**config.mk**
```make
export PLATFORM = sky130hd
export DESIGN_NAME = scan_chain_ctrl
export DESIGN_NICKNAME = d
export VERILOG_FILES = /design/src/rtl/scan_chain_ctrl.sv
export SDC_FILE = /design/constraint.sdc
export NUM_CORES = 1
export LEC_CHECK = 0
export ABC_AREA = 1
export BUFFER_PORTS_ARGS = -buffer_cell sky130_fd_sc_hd__buf_2
export CAP_MARGIN = 20
export CORE_MARGIN = 2
export CORE_UTILIZATION = 50
export CTS_CLUSTER_DIAMETER = 30
export CTS_CLUSTER_SIZE = 20
export DETAILED_ROUTE_END_ITERATION = 6
export GPL_ROUTABILITY_DRIVEN = 0
export PLACE_DENSITY = 0.76
export SYNTH_ARGS = -nofsm -noshare
export SYNTH_HDL_FRONTEND = slang
export SYNTH_SLANG_ARGS = --single-unit
export TNS_END_PERCENT = 10
```
**constraint.sdc**
```tcl
create_clock -name scan_clk -period 7.3 [get_ports scan_clk]
set_input_delay 1.095 -clock scan_clk [delete_from_list [all_inputs] [get_ports scan_clk]]
set_output_delay 1.095 -clock scan_clk [all_outputs]
set_load 0.02 [all_outputs]
```
**src/rtl/scan_chain_ctrl.sv**
```systemverilog
// -----------------------------------------------------------------------------
// scan_chain_ctrl
//
// Drives one N-bit serial scan chain from a parallel command/response pair.
//   SHIFT (cmd_op=0): shifts cmd_wdata into the chain MSB first while capturing
//                     the old chain contents, which are returned on resp_rdata.
//   RESET (cmd_op=1): holds chain_scan_rstb low for RST_CYCLES cycles so the
//                     chain reloads RST_VAL; resp_rdata returns RST_VAL.
// Runs on the chain's own clock.
//
// Parameters
//   N           chain length in bits (>= 2)
//   RST_VAL     chain contents after a chain reset (driven on chain_rst_din)
//   RST_CYCLES  cycles chain_scan_rstb is held low for a RESET op (>= 1)
//
// Ports
//   scan_clk, scan_rst          clock, async active-high reset
//   cmd_valid/cmd_ready         command handshake (cmd_op, cmd_wdata)
//   resp_valid/resp_ready       response handshake (resp_rdata)
//   busy                        high whenever an operation is in progress
//   chain_scan_en/scan_in       serial load controls towards the chain
//   chain_scan_out              serial data back from the chain (registered
//                               in the chain, one cycle behind)
//   chain_scan_rstb             active-low chain reset
//   chain_rst_din               constant RST_VAL for the chain reset load
//   resp_mismatch               only with SCAN_CHAIN_CTRL_VERIFY_EN defined:
//                               a SHIFT read back something other than what
//                               the controller last wrote
//
// Handshakes: a transfer happens on a rising edge where valid and ready are
// both high. The sender holds valid and its payload steady until that edge;
// resp_valid, once raised, stays up with a stable resp_rdata until accepted.
// cmd_ready is high only while idle, so commands never overlap.
//
// Optional feature macro: SCAN_CHAIN_CTRL_VERIFY_EN
// -----------------------------------------------------------------------------
module scan_chain_ctrl #(
   parameter int unsigned    N          = 32,
   parameter logic [N-1:0]   RST_VAL    = '0,
   parameter int unsigned    RST_CYCLES = 2
) (
   input  logic         scan_clk,
   input  logic         scan_rst,
   input  logic         cmd_valid,
   output logic         cmd_ready,
   input  logic         cmd_op,
   input  logic [N-1:0] cmd_wdata,
   output logic         resp_valid,
   input  logic         resp_ready,
   output logic [N-1:0] resp_rdata,
   output logic         busy,
   output logic         chain_scan_en,
   output logic         chain_scan_in,
   input  logic         chain_scan_out,
   output logic         chain_scan_rstb,
   output logic [N-1:0] chain_rst_din
`ifdef SCAN_CHAIN_CTRL_VERIFY_EN
   ,
   output logic         resp_mismatch
`endif
);

   // One counter serves both the shift phase (0..N-1) and the reset pulse
   // (0..RST_CYCLES-1); it is sized for whichever needs more bits.
   localparam int unsigned SCW = $clog2(N + 1);
   localparam int unsigned RCW = $clog2(RST_CYCLES + 1);
   localparam int unsigned CW  = (SCW > RCW) ? SCW : RCW;

   localparam logic [CW-1:0] SHIFT_LAST = CW'(N - 1);
   localparam logic [CW-1:0] RST_LAST   = CW'(RST_CYCLES - 1);

   typedef enum logic [2:0] {
      ST_IDLE  = 3'd0,
      ST_SHIFT = 3'd1,
      ST_CAPT  = 3'd2,
      ST_RST   = 3'd3,
      ST_RESP  = 3'd4
   } state_t;

   state_t         state_q, state_d;
   logic [CW-1:0]  cnt_q, cnt_d;
   // Bits of the command word still to be shifted out, next bit at the top.
   logic [N-2:0]   sh_q, sh_d;
   // Capture history: the newest sample is appended below these bits, so the
   // final sample (old bit 0) completes the word without another register.
   logic [N-2:0]   cap_q, cap_d;
   logic [N-1:0]   cap_shift;
   logic           cmd_ready_q, cmd_ready_d;
   logic           resp_valid_q, resp_valid_d;
   logic [N-1:0]   resp_rdata_q, resp_rdata_d;
   logic           busy_q, busy_d;
   logic           scan_en_q, scan_en_d;
   logic           scan_in_q, scan_in_d;
   logic           rstb_q, rstb_d;

`ifdef SCAN_CHAIN_CTRL_VERIFY_EN
   // What the chain should hold if nothing but this controller touched it.
   logic [N-1:0]   shadow_q, shadow_d;
   logic [N-1:0]   wdata_q, wdata_d;
   logic           mismatch_q, mismatch_d;
`endif

   assign cap_shift = {cap_q, chain_scan_out};

   // --------------------------------------------------------------------------
   // Next-state and output logic
   // --------------------------------------------------------------------------
   always_comb begin
      state_d      = state_q;
      cnt_d        = cnt_q;
      sh_d         = sh_q;
      cap_d        = cap_q;
      resp_valid_d = resp_valid_q;
      resp_rdata_d = resp_rdata_q;
      // The chain is left quiet unless a state below asks otherwise.
      scan_en_d    = 1'b0;
      scan_in_d    = 1'b0;
      rstb_d       = 1'b1;
`ifdef SCAN_CHAIN_CTRL_VERIFY_EN
      shadow_d     = shadow_q;
      wdata_d      = wdata_q;
      mismatch_d   = mismatch_q;
`endif

      case (state_q)
         ST_IDLE: begin
            if (cmd_valid && cmd_ready_q) begin
               cnt_d = '0;
               if (cmd_op) begin
                  state_d = ST_RST;
                  rstb_d  = 1'b0;
               end else begin
                  state_d   = ST_SHIFT;
                  scan_en_d = 1'b1;
                  scan_in_d = cmd_wdata[N-1];
                  sh_d      = cmd_wdata[N-2:0];
`ifdef SCAN_CHAIN_CTRL_VERIFY_EN
                  wdata_d   = cmd_wdata;
`endif
               end
            end
         end

         ST_SHIFT: begin
            // The chain's output register lags by one cycle, so the first
            // shift cycle still shows a stale bit and is not sampled.
            if (cnt_q != '0) begin
               cap_d = cap_shift[N-2:0];
            end
            if (cnt_q == SHIFT_LAST) begin
               state_d = ST_CAPT;
            end else begin
               cnt_d     = cnt_q + 1'b1;
               scan_en_d = 1'b1;
               scan_in_d = sh_q[N-2];
               sh_d      = sh_q << 1;
            end
         end

         ST_CAPT: begin
            // Last sample (old bit 0) arrives here with the chain already idle.
            state_d      = ST_RESP;
            resp_valid_d = 1'b1;
            resp_rdata_d = cap_shift;
`ifdef SCAN_CHAIN_CTRL_VERIFY_EN
            mismatch_d   = (cap_shift != shadow_q);
            shadow_d     = wdata_q;
`endif
         end

         ST_RST: begin
            if (cnt_q == RST_LAST) begin
               state_d      = ST_RESP;
               resp_valid_d = 1'b1;
               resp_rdata_d = RST_VAL;
`ifdef SCAN_CHAIN_CTRL_VERIFY_EN
               mismatch_d   = 1'b0;
               shadow_d     = RST_VAL;
`endif
            end else begin
               cnt_d  = cnt_q + 1'b1;
               rstb_d = 1'b0;
            end
         end

         ST_RESP: begin
            if (resp_ready) begin
               state_d      = ST_IDLE;
               resp_valid_d = 1'b0;
`ifdef SCAN_CHAIN_CTRL_VERIFY_EN
               mismatch_d   = 1'b0;
`endif
            end
         end

         default: begin
            state_d = ST_IDLE;
         end
      endcase

      // Registered status follows the state being entered.
      cmd_ready_d = (state_d == ST_IDLE);
      busy_d      = (state_d != ST_IDLE);
   end

   // --------------------------------------------------------------------------
   // State registers
   // --------------------------------------------------------------------------
   always_ff @(posedge scan_clk or posedge scan_rst) begin
      if (scan_rst) begin
         state_q      <= ST_IDLE;
         cnt_q        <= '0;
         sh_q         <= '0;
         cap_q        <= '0;
         cmd_ready_q  <= 1'b0;
         resp_valid_q <= 1'b0;
         resp_rdata_q <= '0;
         busy_q       <= 1'b0;
         scan_en_q    <= 1'b0;
         scan_in_q    <= 1'b0;
         // Holding rstb low during controller reset also resets the chain.
         rstb_q       <= 1'b0;
      end else begin
         state_q      <= state_d;
         cnt_q        <= cnt_d;
         sh_q         <= sh_d;
         cap_q        <= cap_d;
         cmd_ready_q  <= cmd_ready_d;
         resp_valid_q <= resp_valid_d;
         resp_rdata_q <= resp_rdata_d;
         busy_q       <= busy_d;
         scan_en_q    <= scan_en_d;
         scan_in_q    <= scan_in_d;
         rstb_q       <= rstb_d;
      end
   end

`ifdef SCAN_CHAIN_CTRL_VERIFY_EN
   always_ff @(posedge scan_clk or posedge scan_rst) begin
      if (scan_rst) begin
         shadow_q   <= RST_VAL;
         wdata_q    <= '0;
         mismatch_q <= 1'b0;
      end else begin
         shadow_q   <= shadow_d;
         wdata_q    <= wdata_d;
         mismatch_q <= mismatch_d;
      end
   end

   assign resp_mismatch = mismatch_q;
`endif

   assign cmd_ready       = cmd_ready_q;
   assign resp_valid      = resp_valid_q;
   assign resp_rdata      = resp_rdata_q;
   assign busy            = busy_q;
   assign chain_scan_en   = scan_en_q;
   assign chain_scan_in   = scan_in_q;
   assign chain_scan_rstb = rstb_q;
   assign chain_rst_din   = RST_VAL;

endmodule

```
# [After elaboration in Yosys (flattened, before gate mapping)]
# Cells that the tools add are included.
[totals] reg_bits=109 output_inout_bits=70
[classes] n_addsub=1 n_eq_ne=12 muxes=30 reduce_logical=14
[ops] op="31-bit 2-to-1 mux" count=3
[ops] op="32-bit case mux with 2 select lines" count=1
[ops] op="31-bit case mux with 2 select lines" count=1
[ops] op="32-bit 2-to-1 mux" count=1
[ops] op="6-bit 2-to-1 mux" count=3
[ops] op="6-bit case mux with 3 select lines" count=1
[ops] op="3-bit case mux with 5 select lines" count=1
[ops] op="3-bit 2-to-1 mux" count=4
[ops] op="2-bit != test (second input constant)" count=6
[ops] op="1-bit 2-to-1 mux" count=10
[ops] op="3-bit nonzero test" count=3
[ops] op="4-bit AND reduction" count=2
[ops] op="6-bit by 1-bit adder with 6-bit output (second input constant)" count=1
[ops] op="3-bit by 2-bit equality test with 1-bit output (second input constant)" count=2
[ops] op="6-bit by 1-bit equality test with 1-bit output (second input constant)" count=1
[ops] op="6-bit by 5-bit equality test with 1-bit output (second input constant)" count=1
[ops] op="3-bit zero test" count=2
[ops] op="1-bit case mux with 2 select lines" count=3
[ops] op="6-bit nonzero test" count=1
[ops] op="2-bit AND reduction" count=2
[ops] op="2-bit nonzero test" count=2
[ops] op="3-bit by 1-bit equality test with 1-bit output (second input constant)" count=1
[ops] op="3-bit equality test (second input constant)" count=1
[ops] op="1-bit case mux with 3 select lines" count=1
[ops] op="other kinds (3)" count=3

# [Depth between registers and ports, before layout]
[logic_depth] ltp_word=4 depth_mapped=9 ltp_nobuf=8

# [Least setup slack after synthesis]
# OpenSTA, ideal clock, no wires.
[synth_timing] path_kind="input to register" from="input cmd_valid" to="register sh_q[1]" setup_time_ps=66 t_arrival_ps=1784 path_slack_ps=5450 path_stages=7 path_buffers=1 path_cell_list="nand2_1 -> nor2_1 -> nand3_1 -> nand2_2 -> buf_2 -> nand2_1 -> nand2_1"
[synth_between] elab_chain_cells=3
[synth_rtl] item="start, declared" line_no="44" text="input logic cmd_valid,"
[synth_rtl] item="1-bit logical AND" line_no="127" text="if (cmd_valid && cmd_ready_q) begin"
[synth_rtl] item="2-bit != test (no source line)"
[synth_rtl] item="4-bit AND reduction (no source line)"
[synth_rtl] item="end signal, assigned" line_no="213" text="sh_q <= '0;"
[synth_rtl] item="end signal, assigned" line_no="226" text="sh_q <= sh_d;"
[synth_rtl] item="end, declared" line_no="83" text="logic [N-2:0] sh_q, sh_d;"
# Every way passes these cells.
# A chain may end at the register's enable or synchronous reset.

# [Final worst setup path]
[layout_timing] from="register state_q[2]" to="register sh_q[16]"
[layout_between] elab_chain_cells=3 word_cells_on_any_way=8 cone_classes="4 x eq/ne; 1 x mux; 3 x reduce/logical"
[layout_rtl] item="start, declared" line_no="80" text="state_t state_q, state_d;"
[layout_rtl] item="start signal, assigned" line_no="224" text="state_q <= state_d;"
[layout_rtl] item="3-bit by 1-bit equality test with 1-bit output / 3-bit zero test (equally long branches)" line_no="125" text="case (state_q)"
[layout_rtl] item="2-bit != test (no source line) / 2-bit nonzero test (equally long branches)"
[layout_rtl] item="4-bit AND reduction (no source line)"
# Several ways; a longest one is shown, not always the timed one.

==> impl_results.md <==
- Post-synthesis sequential area ratio: 54.6%
- Pin count of the biggest net entering global routing: 75
- Critical path cell sequence: inv_2, nand2_2, nor2_4, nand2_2, nand2_2, o21ai_0
- Post-cts resize count: 0
- Synth warn: 0
- Setup Fix Bufs, Post-CTS: 0
- Setup crit end kind: register
- Max clock buf depth: 2
- Clock latency on the worst-skew pair: 0.36 ns
- Initial antenna violation count: 0
- Measured slew at the worst slew-check pin: 0.939 ns
- H-tree levels: 3
- Final period util: 38.3%
- Final setup vio count: 0
- Power density cells: between 400 and 500 nW/µm²
- Minimum clock period: ~2.8 ns
- # hold bufs at CTS: 0
- Cell variety after synth: 25
- Number of global-route vias before repair: ~3800
- CP bufs+invs: 1
- Dpl hpwl: about 6.5 mm
- Area growth syn-to-layout: 10.3%
- Post-DR wirelength/cell: 12.1 µm
- Max_cap viols: 0
- Die height: about 100 µm
- Synth Instances: between 600 and 700
- CP dominant cell by count: nand2_2
- DR DRC count: 0
- Most frequent cells in the layout: nand2_1, dfrtp_1, buf_2, inv_1, nand3_1
- Worst EP arrival: between 3 and 4 ns
- Clk sinks: 109
- Final worst setup slack: approximately 4.5 ns
- Most common cell after layout, fill and taps aside: nand2_1
- CTS clock-pin slew for the worst setup and hold paths: 0.11 ns
- RSZ-0062 raised after global routing: false
- Ratio of cells with drive above 1 in the final layout: ~16%
- Worst slew margin: 37.1%
- Max Fanout on Critical Path: 34
- Setup WS pre-CTS: 3.88 ns
- Antenna violation net count after detailed routing: 0
- Fmax: 0.357 GHz
- Slowest cell on crit path: nand2_2
- Final Hold Viols: 0
- Setup tns final: 0 ns
- Starting DRT DRC Count: 202
- Layout net count: 710
- Critical path class: reg2reg
- Initial Util: between 50 and 60%
- First-pass GRT wire length: 17.3 mm
- CTS Root Cell: clkbuf_8
- Worst hold path class: reg2reg
- VDD IR max: between 200 and 250 µV
- Cell family with the largest share of critical-path delay: simple AND/OR/NAND/NOR gates
- Port buffer count: 75
- TritonCTS Buffers: 9
- Die Area: around 11000 µm²
- Slowest stage delay, CP: around 0.67 ns
- Die width: 104 µm
- Yosys reg bits: ~110
- Drt pass-1 iters: 5
- Run status: finished, final reports clean
- Via count: roughly 3900
- Req. time, crit path: 7.52 ns
- Grt ovf: 0
- Antenna cell count: 0
- Cell area after synthesis: 4990 µm²
- Clk_skew: 0.0173 ns
- Std-Cell Core Area: slightly below 10000 µm²
- Leak: 0.00294 µW
- Vias per cell: approximately 4.9
- WL final: 9.76 mm
- Startpoint Class: register
- CTS tree: built
- GRT Overall Usage: between 10% and 20%
- I/O pin cnt: 108
- Row count: 36
- Max Slew Vio Count: 0
- Synth Area per Inst: 8.20 µm²
[stage by stage]
step / instances / instance area, µm² / util, % / power, µW / hold slack (ns)
2_1_floorplan: 640 / 5110 / - / 1720 / 0.449
3_3_place_gp: 790 / 5280 / 54.3 / 1870 / 0.459
3_5_place_dp: 790 / 5280 / 54.3 / 1910 / 0.462
4_1_cts: 806 / 5500 / 56.5 / 2300 / 0.488
5_1_grt: 807 / 5510 / 56.6 / 2490 / 0.525
6_report: 807 / 5510 / 56.6 / 2280 / 0.481
[cells by family (layout without fill, tap and decap cells)]
group,count (synthesis),after routing,synth area share (%)
compound gates,75,75,7.51
xor+xnor,2,2,0.351
fa+ha+maj,3,3,0.752
buf+inv,111,145,11.5
flops,109,109,54.6
other cells,1,32,0.0751
simple gates,308,308,25.2
[where the power goes]
group	switching (µW)	internal, µW	total, µW	leakage (µW)
Combinational	690	280	970	0.00140
Clock	216	167	384	0.000105
Sequential	113	814	926	0.00144
Total	1020	1260	2280	0.00294
[final timing paths]
kind	startpoint	endpoint	slack (ns)	cells past startpoint
max	state_q[2]	sh_q[16]	4.50	6
min	resp_rdata[31]	resp_rdata[31]	0.48	2
max reg2reg	state_q[2]	sh_q[16]	4.50	6
min reg2reg	resp_rdata[31]	resp_rdata[31]	0.48	2
max in group asynchronous	scan_rst	resp_rdata[17]	5.29	3
min in group asynchronous	scan_rst	sh_q[20]	0.73	2
[cell type report]
| type | count | area (µm²) |
|---|---|---|
| fill | 904 | 4220 |
| sequential | 109 | 2730 |
| multi-input combinational | 420 | 1810 |
| timing repair buffer | 77 | 398 |
| inverter | 52 | 198 |
| tap | 133 | 166 |
| clock buffer | 9 | 124 |
| clock inverter | 7 | 91.3 |
[registers in the layout, summed over array words and instances, names as in the netlist]
| register | cells |
|---|---|
| busy | 1 |
| cap_q | 31 |
| chain_scan_en | 1 |
| chain_scan_in | 1 |
| chain_scan_rstb | 1 |
| cmd_ready | 1 |
| cnt_q | 6 |
| resp_rdata | 32 |
| resp_valid | 1 |
| sh_q | 31 |
| state_q | 3 |
[layer usage]
layer	vias up	global-route usage (%)	wire length, µm
met2	112	32.0	4580
met5	-	0	0
met4	0	4.44	95
met3	11	3.88	573
li1	1951	-	-
met1	1840	25.3	4510
[tightest hold or removal path: stages, from the launching register on]
cell and delay (ns):
dfrtp_1 0.35, nand2_1 0.05, nand2_1 0.05
[cells in the mapped netlist, drive strengths merged]
cell type	instances	share of area [%]
nor2	19	1.9
nand4	1	0.13
or2	1	0.13
a21oi	1	0.10
ha	3	0.75
nor3	1	0.10
nor3b	1	0.15
dfrtp	109	55
buf	53	7.2
inv	52	3.9
xor2	2	0.35
nand2	243	18
clkbuf	6	0.45
nand3	42	4.3
conb	1	0.075
o21ai	74	7.4
(Power assumes the default switching activity.)
